`src/rtl/dram_load_align.sv`:
```
// Load-return stage: registers a MEM-stage load, picks and extends the addressed lane of the SRAM word.
// Latency: result valid the cycle after capture; SRAM word sampled only in that first cycle.
// Backpressure: in_ready = !out_valid || out_ready; the word is parked in a hold register while WB stalls.
module dram_load_align (
    input  logic        clk,
    input  logic        resetn,
    input  logic        in_valid,
    output logic        in_ready,
    input  logic [2:0]  in_load_op,
    input  logic [1:0]  in_addr_byte,
    input  logic [4:0]  in_dest,
    input  logic        flush,
    input  logic [31:0] data_sram_rdata,
    output logic        out_valid,
    input  logic        out_ready,
    output logic [31:0] out_data,
    output logic [4:0]  out_dest,
    output logic        out_is_load,
    output logic        out_adel
);

    typedef enum logic [1:0] {
        ST_EMPTY = 2'd0,
        ST_FRESH = 2'd1,
        ST_HELD  = 2'd2
    } state_t;

    localparam logic [2:0] OP_LB  = 3'b001;
    localparam logic [2:0] OP_LBU = 3'b010;
    localparam logic [2:0] OP_LH  = 3'b011;
    localparam logic [2:0] OP_LHU = 3'b100;
    localparam logic [2:0] OP_LW  = 3'b111;

    state_t      state_q;
    state_t      state_d;
    logic [2:0]  op_q;
    logic [1:0]  off_q;
    logic [4:0]  dest_q;
    logic [31:0] hold_q;

    logic        capture;
    logic        hold_load;
    logic [31:0] word;
    logic [7:0]  byte_sel;
    logic [15:0] half_sel;
    logic        is_load;
    logic        adel;
    logic [31:0] data_ext;

    assign out_valid = (state_q != ST_EMPTY);
    assign in_ready  = !out_valid || out_ready;
    // Flush beats a simultaneous capture: nothing enters on a flush edge.
    assign capture   = in_valid && in_ready && !flush;

    always_comb begin
        state_d   = state_q;
        hold_load = 1'b0;
        if (flush) begin
            state_d = ST_EMPTY;
        end else begin
            unique case (state_q)
                ST_EMPTY: begin
                    if (capture) state_d = ST_FRESH;
                end
                ST_FRESH: begin
                    if (out_ready) begin
                        state_d = capture ? ST_FRESH : ST_EMPTY;
                    end else begin
                        state_d   = ST_HELD;
                        hold_load = 1'b1;
                    end
                end
                ST_HELD: begin
                    if (out_ready) state_d = capture ? ST_FRESH : ST_EMPTY;
                end
                default: state_d = ST_EMPTY;
            endcase
        end
    end

    always_ff @(posedge clk or negedge resetn) begin
        if (!resetn) begin
            state_q <= ST_EMPTY;
            op_q    <= 3'b000;
            off_q   <= 2'b00;
            dest_q  <= 5'd0;
            hold_q  <= 32'd0;
        end else begin
            state_q <= state_d;
            if (capture) begin
                op_q   <= in_load_op;
                off_q  <= in_addr_byte;
                dest_q <= in_dest;
            end
            if (hold_load) hold_q <= data_sram_rdata;
        end
    end

    // The SRAM word is only trustworthy in the first cycle after capture.
    assign word = (state_q == ST_FRESH) ? data_sram_rdata : hold_q;

    always_comb begin
        byte_sel = word[7:0];
        unique case (off_q)
            2'd0: byte_sel = word[7:0];
            2'd1: byte_sel = word[15:8];
            2'd2: byte_sel = word[23:16];
            2'd3: byte_sel = word[31:24];
            default: byte_sel = word[7:0];
        endcase
    end

    assign half_sel = off_q[1] ? word[31:16] : word[15:0];

    always_comb begin
        is_load  = 1'b0;
        adel     = 1'b0;
        data_ext = 32'd0;
        unique case (op_q)
            OP_LB: begin
                is_load  = 1'b1;
                data_ext = {{24{byte_sel[7]}}, byte_sel};
            end
            OP_LBU: begin
                is_load  = 1'b1;
                data_ext = {24'd0, byte_sel};
            end
            OP_LH: begin
                is_load  = 1'b1;
                adel     = off_q[0];
                data_ext = {{16{half_sel[15]}}, half_sel};
            end
            OP_LHU: begin
                is_load  = 1'b1;
                adel     = off_q[0];
                data_ext = {16'd0, half_sel};
            end
            OP_LW: begin
                is_load  = 1'b1;
                adel     = (off_q != 2'd0);
                data_ext = word;
            end
            default: begin
                is_load  = 1'b0;
                adel     = 1'b0;
                data_ext = 32'd0;
            end
        endcase
    end

    assign out_data    = (out_valid && is_load && !adel) ? data_ext : 32'd0;
    assign out_is_load = out_valid && is_load;
    assign out_adel    = out_valid && adel;
    assign out_dest    = dest_q;

endmodule

```
`config.mk`:
```
export PLATFORM = sky130hd
export DESIGN_NAME = dram_load_align
export DESIGN_NICKNAME = d
export VERILOG_FILES = /design/src/rtl/dram_load_align.sv
export SDC_FILE = /design/constraint.sdc
export NUM_CORES = 1
export LEC_CHECK = 0
export BUFFER_PORTS_ARGS = -buffer_cell sky130_fd_sc_hd__buf_2
export CAP_MARGIN = 25
export CORE_MARGIN = 8
export CORE_UTILIZATION = 52
export CTS_BUF_LIST = sky130_fd_sc_hd__clkbuf_8 sky130_fd_sc_hd__clkbuf_16
export DETAILED_ROUTE_END_ITERATION = 6
export PLACE_DENSITY = 0.78
export SYNTH_ARGS = -nofsm -noshare
export SYNTH_HDL_FRONTEND = slang
export SYNTH_SLANG_ARGS = --single-unit
```
`constraint.sdc`:
```
create_clock -name clk -period 2.9 [get_ports clk]
set_input_delay 0.58 -clock clk [delete_from_list [all_inputs] [get_ports clk]]
set_output_delay 0.58 -clock clk [all_outputs]
set_load 0.02 [all_outputs]
```
Word-level counts from Yosys, hierarchy flattened. Index checks and enable logic that the tools add are counted.

Equality and inequality tests: 12. Muxes and demuxes: 16. Reduce and logical (&&, ||, !) cells: 16.

Operator list (number): $pmux W32 S5 (1); $mux W32 (2); $pmux W8 S4 (1); $mux W16 (1); $mux W2 (4); $eq A2 B2 Y1 const B (3); $eq A3 B2 Y1 const B (2); $eq A3 B3 Y1 const B (2); $ne A3 B3 Y1 const B (2); $pmux W2 S3 (1); $logic_and A1 B1 Y1 (5); $mux W1 (5); $reduce_or A5 Y1 (1); $eq A2 B1 Y1 const B (2); $logic_not A2 Y1 (2); $reduce_bool A2 Y1 (2); $eq A3 B1 Y1 const B (1); $logic_not A1 Y1 (3); $pmux W1 S2 (1); $reduce_and A2 Y1 (1); $reduce_or A2 Y1 (1); $logic_or A1 B1 Y1 (1).

Register bits: 44. Output and inout bits: 41. Logic and storage cells: 49.

Longest topological paths before layout. Gate-level depths: netlist (run 1).

Word-level depth: 9. Gate-level depth with buffers: 8. Gate-level depth less buffers: 5.

Worst setup path before layout (run 1). Ideal clock, no wire load.

Kind: flip-flop to output port. From: reg state_q[1]. To: out out_data[10]. Arrival time: 2208 ps. Path slack: 112 ps. Cell stages (with the launch flop): 8. Buffers on the path: 2. Cells stage by stage: dfrtp_1 > nand2b_1 > buf_4 > mux2i_1 > mux4_2 > or4_4 > buf_2 > o21ai_0.

Longest elaborated chain between the ends: 5. Elaborated cells between the ends (all ways): 9. Those cells by class: eq/ne (1); mux (5); reduce/logical (3).

RTL lines: start, declared (RTL line 34) `state_t state_q;`; start signal, assigned (RTL line 89) `state_q <= state_d;`; $eq A2 B1 Y1 (RTL line 100) `assign word = (state_q == ST_FRESH) ? data_sram_rdata : hold_q;`; $mux W32 (RTL line 100); $pmux W8 S4 / $mux W16 (equally long branches) (RTL line 104, 113); $pmux W32 S5 (RTL line 119) `unique case (op_q)`; $mux W32 (*) (RTL line 151) `assign out_data = (out_valid && is_load && !adel) ? data_ext : 32'd0;`; end, declared (RTL line 16) `output logic [31:0] out_data,`.

Mark *: on every way between the ends. The rest lies on a longest branch, timed or not.

Worst setup path after layout (run 1).
From: reg state_q[0]. To: out out_data[15].

The elaborated chain is that of the path after synthesis.

==> key figures, run 1 <==
Outcome
  • Run status: finished, violations left
  • Failing checks: negative setup slack

GRT
  • Total overflow reported by the global router: 0
  • Pin count of the biggest net entering global routing: 45
  • First-pass GRT wire length: 13600 um
  • Number of antenna violations at the first check in global routing: 0
  • Total routing usage reported by global routing: about a fifth
  • Via count of the first global-routing pass: 2809

Synthesis
  • Total nets after synthesis: between 300 and 400
  • Yosys Warn Count: 0
  • #FFs+latches synth: 44
  • Area fraction of the dominant cell type after synthesis: 38.3%
  • Count of different cell masters after synthesis: 40
  • Cells after Synth: 309
  • Post-synthesis instance area: 2880 sq um
  • Cell type contributing the most total cell area after synthesis: dfrtp_1
  • Largest cells by area after synthesis: dfrtp_1 38%, mux2_2 17%, mux2i_1 7.0%
  • Portion of the post-synthesis area used by sequential elements: 38.3%
  • Synth Area per Inst: 9.31 sq um

Critical path
  • Start-to-end type of the worst setup path: flip-flop to output pin
  • Launch point of the worst path: state_q[0]$_DFFE_PN0P_
  • Critical Path RT: 2320 ps
  • Reg2reg path depth: 6
  • Startpoint of the most critical register-to-register path: state_q[0]$_DFFE_PN0P_
  • Element type at the critical path end: output pin
  • R2r endpoint: op_q[0]$_DFFE_PN0P_
  • Startpoint types: flip-flop
  • Top fanout value on the critical path: 6
  • Worst setup slack for register-to-register paths: 830 ps
  • Critical Path AT: between 2000 and 2500 ps

CTS
  • Depth of the CTS H-tree: 2
  • Deepest clock path buffer count: 2
  • # hold bufs at CTS: 0
  • Number of buffers inserted during clock tree synthesis: 5
  • Clock root cell: clkbuf_8
  • Clock tree from TritonCTS: done
  • Worst-path clk slew: 80 ps
  • Clk sinks: 44
  • Clk Latency, worst-skew pair: 300 ps

Drt
  • Drt first-iter violations: between 150 and 200
  • Final WL: 8280 um
  • Total DRC errors in the routed layout: 0
  • Via/cell ratio: 5.71
  • Routed wirelength normalized by instance count: 17.4 um
  • Number of optimization iterations in the first detailed-route pass: 5
  • Total number of vias: 2720
  • Antenna Violating Nets Remaining: 0

Hold path
  • HP Class: input pin to asynchronous set/reset pin

STA
  • Max_slew headroom: 68.3%
  • Post-route setup slack: -174 ps
  • Clock period minus worst slack: 3070 ps
  • Period utilization: 106%
  • Finish-stage setup viols: 24
  • Unrepaired setup endpoints after global routing: yes
  • Number of failing hold endpoints at the final stage: 0
  • Pin slew with the least headroom to its limit: roughly 470 ps
  • Largest clock skew in the final design: 6.05 ps
  • Highest clock rate: around 330 MHz
  • Slew Viols, Final: 0

Floorplanning
  • Height of the chip: between 90 and 100 um
  • Number of ports placed on the die boundary: 88
  • Placement row count: 27
  • Floorplan core area: 5440 sq um
  • DIE AREA: 8160 sq um
  • Initial core utilization: 52.9%
  • Horiz. Die Dim: 90.4 um

Cells and area
  • Nets: 450
  • Fraction of final layout cells with drive strength greater than 1: 41.6%
  • Most common cell after layout, fill and taps aside: buf_2
  • Growth of design area from synthesis to finish: 25.9%
  • Fill cell count: 463
  • Diode count: 0
  • Fin area: 3620 sq um
  • Leading cell types in the layout, fill and taps excluded: 81 x buf_2, 43 x mux2_2, 41 x dfrtp_1
  • Share of the core filled with cells in the final layout: 66.6%

Power
  • Leakage power figure: roughly 0.0018 uW
  • Highest ir drop seen on vdd: 0.345 mV
  • Cell Pwr Density: 590 nW/um^2

Placement
  • Placed wire-length estimate after detailed placement: 6100 um
  • Number of I/O port buffers: 87
  • Final weighted congestion of routability-driven global placement: ~0.92
  • Total cell area at the placement stage: 3450 sq um

Flow run
  • Reported max-cap violation count: 0
-- final cells by class --
class                   count  area [sq um]  share of cell area, %
flip-flops and latches     44          1100                   30.5
multi-input cells         232          1670                   46.1
well taps                  72          90.1                   2.49
repair buffers            107           617                   17.0
inverters                  13          48.8                   1.35
clock inverters             2          7.51                  0.207
clock buffers               6          82.6                   2.28
-- worst max-delay path: stages, from the launching register on --
cell,delay [ps]
dfrtp_1,410
and2b_2,240
mux2i_1,150
mux4_2,550
or4_4,480
o311ai_0,130
buf_2,250
-- power breakdown --
group / switching, uW / total (uW) / leakage [uW] / internal [uW]
Clock: 205 / 392 / 0.0000538 / 188
Sequential: 97.9 / 855 / 0.000526 / 757
Combinational: 482 / 887 / 0.00125 / 406
Total: 784 / 2130 / 0.00183 / 1350
-- per-layer routing --
metal	GRT usage, %	routed length, um	share of wire, %
met4	7.35	151	1.8
met2	33.4	4060	49
met1	24.5	3440	41
met5	0	0	0
met3	4.49	638	7.7
-- kinds of logic (layout without fill, tap and decap cells) --
logic type	Yosys count	in the layout	share of synthesized area [%]
adder cells (fa/ha/maj)	1	1	0.348
multiplexers	64	64	24.6
XOR/XNOR	3	3	0.914
flip-flops	44	44	38.3
AO/OA/AOI/OAI	87	87	18.5
AND/OR/NAND/NOR	74	77	12.2
buffers and inverters	36	128	5.13
-- stage by stage --
step	setup WS [ps]	instances	total power (uW)	hold slack (ps)	setup TNS [ps]
after global placement	64.5	464	1680	483	0
after detailed placement	21.9	464	1720	492	0
after global routing	-222	476	2270	93.1	-4570
after CTS	-150	474	2120	482	-3000
after floorplan	112	309	1440	284	0
final	-174	476	2130	96.0	-3180
-- cells in the mapped netlist, drive strengths merged --
| cell type | count |
|---|---|
| nor2b | 2 |
| mux4 | 1 |
| and2b | 1 |
| inv | 13 |
| nand2b | 3 |
| mux2 | 43 |
| o22ai | 8 |
| a211oi | 1 |
| o21bai | 2 |
| o21a | 1 |
| xnor2 | 2 |
| nor3 | 3 |
| o21ai | 27 |
| a2bb2oi | 2 |
| a211o | 1 |
| o311ai | 1 |
| or4 | 2 |
| dfrtp | 44 |
| clkbuf | 18 |
| buf | 5 |
| o31a | 8 |
| nand3 | 1 |
| nand4 | 1 |
| o22a | 8 |
| xor2 | 1 |
| nor2 | 10 |
| or2 | 1 |
| nand3b | 3 |
| a21boi | 1 |
| and3 | 7 |
| nand2 | 38 |
| mux2i | 20 |
| maj3 | 1 |
| nor3b | 1 |
| a21oi | 27 |
| and2 | 1 |
-- repair_timing --
| item | in CTS | in global routing |
|---|---|---|
| gates resized for setup | 5 | 14 |
| pin swaps | 1 | 0 |
| setup buffers | 0 | 0 |
| gates cloned | 2 | 1 |
| setup endpoints to repair | 24 | 31 |
| hold endpoints to repair | 0 | 0 |
-- state kept, by name (all words and copies together), names as in the netlist --
register,flops
off_q,2
hold_q,32
op_q,3
state_q,2
out_dest,5
-- how the worst max path moves through the flow --
stage               slack [ps]           end  depth (start not counted)
floorplan                  110  out_data[10]                          7
global placement            60  out_data[15]                          6
detailed placement          20  out_data[15]                          6
CTS                       -150  out_data[15]                          6
global route              -220  out_data[15]                          6
finish                    -170  out_data[15]                          6
Power figures use the tool's default switching activity.
==> run 2: changes to the inputs <==
--- a/config.mk
+++ b/config.mk
@@ -12,6 +12,7 @@
 export CTS_BUF_LIST = sky130_fd_sc_hd__clkbuf_8 sky130_fd_sc_hd__clkbuf_16
 export DETAILED_ROUTE_END_ITERATION = 6
 export PLACE_DENSITY = 0.78
+export RECOVER_POWER = 25
 export SYNTH_ARGS = -nofsm -noshare
 export SYNTH_HDL_FRONTEND = slang
 export SYNTH_SLANG_ARGS = --single-unit
==> key figures, run 2 (synthesis gave the netlist of run 1 again) <==
Outcome
  • Run status: finished, violations left (unchanged)
  • Failing checks: max-capacitance violations, max-slew violations, negative setup slack (was negative setup slack)

Floorplanning
  • Number of ports placed on the die boundary: 88 (unchanged)
  • Floorplan core area: 5440 sq um (unchanged)
  • Placement row count: 27 (unchanged)
  • Horiz. Die Dim: 90.4 um (unchanged)
  • Height of the chip: 90.4 um (unchanged)
  • DIE AREA: 8160 sq um (unchanged)
  • Initial core utilization: 52.9% (unchanged)

CTS
  • Post-CTS setup buffer count: 0 (unchanged)
  • Clk Latency, worst-skew pair: 290 ps (was 300 ps)
  • Depth of the CTS H-tree: 2 (unchanged)
  • Worst-path clk slew: 80 ps (about the same)
  • Deepest clock path buffer count: 2 (unchanged)
  • Clock root cell: clkbuf_8 (unchanged)
  • Clk sinks: 44 (unchanged)
  • Clock tree from TritonCTS: done (unchanged)
  • Number of buffers inserted during clock tree synthesis: 5 (unchanged)
  • # hold bufs at CTS: 0 (unchanged)

Cells and area
  • Share of the core filled with cells in the final layout: 66.2% (was 66.6%)
  • Diode count: 0 (unchanged)
  • Largest reg by FF count: hold_q (unchanged)
  • Number of standard cells in the layout, taps in and fillers out: 476 (unchanged)
  • Most common cell after layout, fill and taps aside: buf_2 (unchanged)
  • Nets: 450 (unchanged)
  • Growth of design area from synthesis to finish: 25.3% (was 25.9%)
  • Fin area: 3600 sq um (was 3620 sq um)
  • Fraction of final layout cells with drive strength greater than 1: 41.1% (was 41.6%)
  • Leading cell types in the layout, fill and taps excluded: 80 x buf_2, 43 x mux2_2, 41 x dfrtp_1 (was 81 x buf_2, 43 x mux2_2, 41 x dfrtp_1)
  • Number of flip-flops in the largest register: 32 (unchanged)

STA
  • Unrepaired setup endpoints after global routing: yes (unchanged)
  • Period utilization: 106% (about the same)
  • Post-route setup slack: -177 ps (was -174 ps)
  • Max_slew headroom: -44.9% (was 68.3%)
  • Final total negative setup slack: -3190 ps (was -3180 ps)
  • Finish-stage setup viols: 24 (unchanged)
  • Clock period minus worst slack: 3080 ps (was 3070 ps)
  • Pin slew with the least headroom to its limit: 2170 ps (was 474 ps)
  • Number of failing hold endpoints at the final stage: 0 (unchanged)
  • Slew Viols, Final: 41 (was 0)
  • Highest clock rate: 325 MHz (about the same)
  • Largest clock skew in the final design: 6.35 ps (was 6.05 ps)

Power
  • Switching share of power: 36.8% (about the same)
  • Design Power: 2130 uW (about the same)
  • P_int: 1350 uW (about the same)
  • Leakage power figure: 0.00182 uW (was 0.00183 uW)
  • Combinational power share: 41.5% (was 41.6%)
  • Relative contribution of the clock network to total power: 18.4% (about the same)
  • Cell Pwr Density: 592 nW/um^2 (was 590 nW/um^2)
  • Portion of total power attributed to sequential cells: 40.1% (was 40.0%)
  • Highest ir drop seen on vdd: 0.345 mV (about the same)
  • Power dissipated by switching net loads: 786 uW (was 784 uW)

GRT
  • Total overflow reported by the global router: 0 (unchanged)
  • Via count of the first global-routing pass: 2809 (unchanged)
  • First-pass GRT wire length: 13600 um (unchanged)
  • Total routing usage reported by global routing: 20.0% (unchanged)
  • Number of antenna violations at the first check in global routing: 0 (unchanged)
  • Pin count of the biggest net entering global routing: 45 (unchanged)

Drt
  • Final WL: 8330 um (was 8280 um)
  • Antenna Violating Nets Remaining: 0 (unchanged)
  • Drt first-iter violations: 148 (was 157)
  • Total DRC errors in the routed layout: 0 (unchanged)
  • Routed wirelength normalized by instance count: 17.5 um (was 17.4 um)
  • Number of optimization iterations in the first detailed-route pass: 4 (was 5)
  • Via/cell ratio: 5.67 (was 5.71)
  • Total number of vias: 2700 (was 2720)

Critical path
  • Cells along the critical path: and2b_2 > mux2i_1 > mux4_2 > or4_4 > o311ai_0 > buf_2 (unchanged)
  • Slowest cell on crit path: mux4_2 (unchanged)
  • Critical Path RT: 2320 ps (about the same)
  • Start-to-end type of the worst setup path: flip-flop to output pin (unchanged)
  • Critical Path AT: 2500 ps (was 2490 ps)
  • Top fanout value on the critical path: 6 (unchanged)
  • Startpoint types: flip-flop (unchanged)
  • Crit path largest cell delay: 550 ps (about the same)
  • Element type at the critical path end: output pin (unchanged)

Placement
  • Final weighted congestion of routability-driven global placement: 0.917 (unchanged)
  • Total cell area at the placement stage: 3450 sq um (unchanged)
  • Placed wire-length estimate after detailed placement: 6100 um (unchanged)
  • Number of I/O port buffers: 87 (unchanged)
  • Cells after DPL: 464 (unchanged)

Hold path
  • HP Class: input pin to asynchronous set/reset pin (unchanged)

Flow run
  • Reported max-cap violation count: 1 (was 0)
[run 2: layer usage]
layer	global-route usage, %	wire length [um]
met1	24.5	3580
met2	33.4	4080
met3	4.49	565
met4	7.35	114
met5	0	0
[run 2: timing repair]
item	CTS	global route
gates resized for setup	5	14
endpoints found under the setup margin	24	31
pin swaps	1	0
hold endpoints to repair	0	0
gates cloned	2	1
[run 2: cell type report]
| class | count | area (sq um) |
|---|---|---|
| flip-flops and latches | 44 | 1100 |
| multi-input cells | 232 | 1670 |
| clock inverters | 2 | 7.51 |
| inverters | 13 | 48.8 |
| clock buffers | 6 | 82.6 |
| fillers | 466 | 1840 |
| well taps | 72 | 90.1 |
| repair buffers | 107 | 599 |
[run 2: worst paths after layout]
| kind | startpoint | end | slack, ps | depth (start not counted) |
|---|---|---|---|---|
| worst min-delay path | resetn | out_dest[4]$_DFFE_PN0P_ | 110 | 1 |
| worst min register to register | out_dest[2]$_DFFE_PN0P_ | out_dest[2]$_DFFE_PN0P_ | 510 | 1 |
| min in group clk | out_ready | state_q[1]$_DFFE_PN0P_ | 490 | 2 |
| worst max-delay path | state_q[0]$_DFFE_PN0P_ | out_data[15] | -180 | 6 |
| worst max register to register | state_q[0]$_DFFE_PN0P_ | out_dest[3]$_DFFE_PN0P_ | 830 | 6 |
| max in group asynchronous | resetn | op_q[2]$_DFFE_PN0P_ | 320 | 2 |
[run 2: per-stage QoR]
step	setup WS, ps	hold WS, ps
after global routing	-222	126
after global placement	64.5	483
after floorplan	112	284
after detailed placement	21.9	492
after CTS	-150	482
final	-177	114
[run 2: critical path, delay by kind of cell, from the launching register on]
kind / cells / cell delay, ps
DFF: 1 / 410
buffers and inverters: 1 / 250
muxes: 2 / 700
and+or+nand+nor: 2 / 720
AOI/OAI and AO/OA: 1 / 140
[run 2: power by group through the flow]
stage | clock network (uW) | registers (uW) | logic, uW
2_1_floorplan | 0 | 841 | 595
3_3_place_gp | 0 | 851 | 827
3_5_place_dp | 0 | 864 | 852
4_1_cts | 400 | 852 | 869
5_1_grt | 424 | 877 | 968
6_report | 393 | 856 | 885
==> run 3: changes to the inputs <==
--- a/config.mk
+++ b/config.mk
@@ -5,13 +5,14 @@
 export SDC_FILE = /design/constraint.sdc
 export NUM_CORES = 1
 export LEC_CHECK = 0
+export ABC_AREA = 1
 export BUFFER_PORTS_ARGS = -buffer_cell sky130_fd_sc_hd__buf_2
 export CAP_MARGIN = 25
 export CORE_MARGIN = 8
 export CORE_UTILIZATION = 52
 export CTS_BUF_LIST = sky130_fd_sc_hd__clkbuf_8 sky130_fd_sc_hd__clkbuf_16
 export DETAILED_ROUTE_END_ITERATION = 6
-export PLACE_DENSITY = 0.78
+export PLACE_DENSITY = 0.77
 export RECOVER_POWER = 25
 export SYNTH_ARGS = -nofsm -noshare
 export SYNTH_HDL_FRONTEND = slang
==> key figures, run 3 <==
Outcome
  • Run status: finished, violations left (unchanged)
  • Failing checks: max-capacitance violations, max-slew violations (was max-capacitance violations, max-slew violations, negative setup slack)

Synthesis
  • #FFs+latches synth: 44 (unchanged)
  • Synthesized-area fraction occupied by and/or/nand/nor cells: 31.7% (was 12.2%)
  • Main combinational cell family by area after synthesis: simple AND/OR/NAND/NOR gates (was multiplexers)
  • Cells after Synth: 471 (was 309)
  • Total nets after synthesis: 518 (was 356)
  • Synth Area per Inst: 6.35 sq um (was 9.31 sq um)
  • Portion of the post-synthesis area used by sequential elements: 36.8% (was 38.3%)
  • Fraction of registers with async set or reset after synthesis: 100% (unchanged)
  • Top cells by instance count after synthesis: 167 x nand2_1, 59 x a21oi_1, 53 x inv_1 (was 44 x dfrtp_1, 43 x mux2_2, 38 x nand2_1)
  • Yosys Warn Count: 0 (unchanged)
  • Multiplexer area fraction after synthesis: 2.63% (was 24.6%)
  • Flip-flop cell with the highest count after synthesis: dfrtp_1 (unchanged)
  • Area fraction of the dominant cell type after synthesis: 36.8% (was 38.3%)
  • Number of synthesized flops with an enable pin: 0 (unchanged)
  • Cell type contributing the most total cell area after synthesis: dfrtp_1 (unchanged)
  • Count of different cell masters after synthesis: 21 (was 40)
  • Post-synthesis xor/xnor area fraction: 0% (was 0.914%)
  • Share of synthesized cell area in full adder, half adder and majority cells: 0% (was 0.348%)
  • Complex-gate fraction of the synthesized area: 18.1% (was 18.5%)
  • Post-synthesis instance area: 2990 sq um (was 2880 sq um)
  • Largest cells by area after synthesis: dfrtp_1 37%, nand2_1 21%, a21oi_1 9.9% (was dfrtp_1 38%, mux2_2 17%, mux2i_1 7.0%)
  • Most numerous cell in the Yosys netlist: nand2_1 (was dfrtp_1)

STA
  • Largest clock skew in the final design: 5.51 ps (was 6.35 ps)
  • Finish-stage setup viols: 0 (was 24)
  • Final-layout worst hold slack: 83.0 ps (was 114 ps)
  • Highest clock rate: 370 MHz (was 325 MHz)
  • Pin slew with the least headroom to its limit: 1990 ps (was 2170 ps)
  • Slew Viols, Final: 42 (was 41)
  • Number of failing hold endpoints at the final stage: 0 (unchanged)
  • Final total negative setup slack: 0 ps (was -3190 ps)
  • Period utilization: 93.1% (was 106%)
  • Max_slew headroom: -32.4% (was -44.9%)
  • Clock period minus worst slack: 2700 ps (was 3080 ps)

Power
  • Portion of total power attributed to sequential cells: 38.1% (was 40.1%)
  • Relative contribution of the clock network to total power: 22.1% (was 18.4%)
  • Combinational power share: 39.9% (was 41.5%)
  • Cell Pwr Density: 655 nW/um^2 (was 592 nW/um^2)
  • Highest ir drop seen on vdd: 0.380 mV (was 0.345 mV)
  • Leakage power figure: 0.00207 uW (was 0.00182 uW)
  • P_int: 1420 uW (was 1350 uW)
  • Switching share of power: 40.2% (was 36.8%)
  • Power dissipated by switching net loads: 952 uW (was 786 uW)

Hold path
  • HP Class: input pin to asynchronous set/reset pin (unchanged)

Drt
  • Routed wirelength normalized by instance count: 13.9 um (was 17.5 um)
  • Via/cell ratio: 5.29 (was 5.67)
  • Final WL: 8690 um (was 8330 um)
  • Antenna Violating Nets Remaining: 0 (unchanged)
  • Total DRC errors in the routed layout: 0 (unchanged)
  • Total number of vias: 3307 (was 2700)
  • Drt first-iter violations: 252 (was 148)
  • Number of optimization iterations in the first detailed-route pass: 6 (was 4)

Floorplanning
  • Initial core utilization: 54.0% (was 52.9%)
  • Number of ports placed on the die boundary: 88 (unchanged)
  • Placement row count: 27 (unchanged)
  • Horiz. Die Dim: 91.9 um (was 90.4 um)
  • DIE AREA: 8440 sq um (was 8160 sq um)
  • Floorplan core area: 5540 sq um (was 5440 sq um)
  • Height of the chip: 91.9 um (was 90.4 um)

Critical path
  • Start-to-end type of the worst setup path: flip-flop to output pin (unchanged)
  • Launch point of the worst path: state_q[0]$_DFFE_PN0P_ (unchanged)
  • Slowest cell on crit path: dfrtp_1 (was mux4_2)
  • Startpoint types: flip-flop (unchanged)
  • Critical Path AT: 2120 ps (was 2500 ps)
  • Startpoint of the most critical register-to-register path: state_q[0]$_DFFE_PN0P_ (unchanged)
  • Element type at the critical path end: output pin (unchanged)
  • Worst setup slack for register-to-register paths: 900 ps (was 830 ps)
  • WP depth: 8 (was 6)
  • Crit path buffers/inverters: 4 (was 1)
  • Crit path largest cell delay: 470 ps (was 550 ps)
  • Reg2reg path depth: 6 (unchanged)
  • Top fanout value on the critical path: 29 (was 6)
  • Critical Path RT: 2320 ps (about the same)
  • Top delay family on crit path: buffers and inverters (was simple AND/OR/NAND/NOR gates)
  • Cells along the critical path: inv_1 > nand2_1 > o21ai_0 > inv_1 > nand2_1 > buf_4 > a21oi_1 > buf_2 (was and2b_2 > mux2i_1 > mux4_2 > or4_4 > o311ai_0 > buf_2)

GRT
  • Via count of the first global-routing pass: 3298 (was 2809)
  • Total routing usage reported by global routing: 20.2% (was 20.0%)
  • Total overflow reported by the global router: 0 (unchanged)
  • First-pass GRT wire length: 14400 um (was 13600 um)
  • Pin count of the biggest net entering global routing: 45 (unchanged)
  • Number of antenna violations at the first check in global routing: 0 (unchanged)

CTS
  • Deepest clock path buffer count: 2 (unchanged)
  • Clk sinks: 44 (unchanged)
  • Clock root cell: clkbuf_8 (unchanged)
  • Clk Latency, worst-skew pair: 300 ps (was 290 ps)
  • Worst-path clk slew: 90 ps (was 80 ps)
  • Post-CTS setup buffer count: 0 (unchanged)
  • Clock tree from TritonCTS: done (unchanged)
  • Depth of the CTS H-tree: 2 (unchanged)
  • Number of buffers inserted during clock tree synthesis: 5 (unchanged)

Cells and area
  • Number of flip-flops in the largest register: 32 (unchanged)
  • Growth of design area from synthesis to finish: 20.9% (was 25.3%)
  • Most common cell after layout, fill and taps aside: nand2_1 (was buf_2)
  • Diode count: 0 (unchanged)
  • Leading cell types in the layout, fill and taps excluded: 167 x nand2_1, 86 x buf_2, 59 x a21oi_1 (was 80 x buf_2, 43 x mux2_2, 41 x dfrtp_1)
  • Largest reg by FF count: hold_q (unchanged)
  • Fill cell count: 552 (was 466)
  • Nets: 599 (was 450)
  • Fraction of final layout cells with drive strength greater than 1: 21.5% (was 41.1%)

Flow run
  • Reported max-cap violation count: 1 (unchanged)

Placement
  • Number of I/O port buffers: 87 (unchanged)
  • Final weighted congestion of routability-driven global placement: 0.854 (was 0.917)
  • Placed wire-length estimate after detailed placement: 6390 um (was 6100 um)
run 3: changes by cell type after synthesis, sizes merged, moves of 19 or more:
cell   delta
a21oi    +32
mux2     -36
o21ai    +19
nand3    +23
inv      +43
nand2   +133
nor2     +29
mux2i    -20
run 3: cells by family after synthesis:
logic type      Yosys count
mux                       7
simple gates            236
compound gates          107
flops                    44
buf+inv                  77
run 3: layer usage:
| metal | wire, um | global-route usage [%] | share of wire (%) | vias up |
|---|---|---|---|---|
| met5 | 0 | 0 | 0 | - |
| met4 | 150 | 7.52 | 1.7 | 0 |
| met3 | 754 | 5.46 | 8.7 | 21 |
| met2 | 4060 | 33.4 | 47 | 156 |
| met1 | 3730 | 24.7 | 43 | 1476 |
| li1 | - | - | - | 1654 |
run 3: cell type report:
cell class,instances,area (sq um),share of cell area (%)
multi-input cells,350,1590,43.9
flip-flops and latches,44,1100,30.4
repair buffers,95,500,13.8
inverters,56,210,5.81
clock buffers,7,96.3,2.66
well taps,72,90.1,2.49
clock inverters,1,30.0,0.830
run 3: final timing paths:
path,to
max,out_data[7]
min,hold_q[10]$_DFFE_PN0P_
max reg2reg,hold_q[14]$_DFFE_PN0P_
min reg2reg,out_dest[2]$_DFFE_PN0P_
max in group asynchronous,hold_q[17]$_DFFE_PN0P_
min in group clk,out_dest[2]$_DFFE_PN0P_
run 3: metrics by stage:
stage          utilization, %  total power [uW]  setup slack, ps  instances  area (sq um)
3_3_place_gp             62.4              1800              469        616          3460
3_5_place_dp             62.4              1830              327        616          3460
5_1_grt                  65.3              2550            -10.6        625          3620
2_1_floorplan               -              1580              614        471          2990
4_1_cts                  64.8              2360             72.8        624          3590
6_report                 65.3              2370              199        625          3620
run 3: worst reg2reg max path: stages (launching register included):
cell	delay (ps)
dfrtp_1	470
inv_1	150
nor2_4	130
nand2_1	520
buf_4	440
nand2_1	70
o21ai_0	70
run 3: power groups by stage:
stage	Sequential (uW)	Combinational (uW)	Clock, uW
2_1_floorplan	898	680	0
3_3_place_gp	899	899	0
3_5_place_dp	908	920	0
4_1_cts	898	927	533
5_1_grt	925	1070	551
6_report	901	945	522
run 3: timing repair:
item                                    in CTS  in global routing
hold buffers                                 0                  0
resized for setup                            1                  4
endpoints found under the setup margin       3                 32
pin swaps                                    0                  0
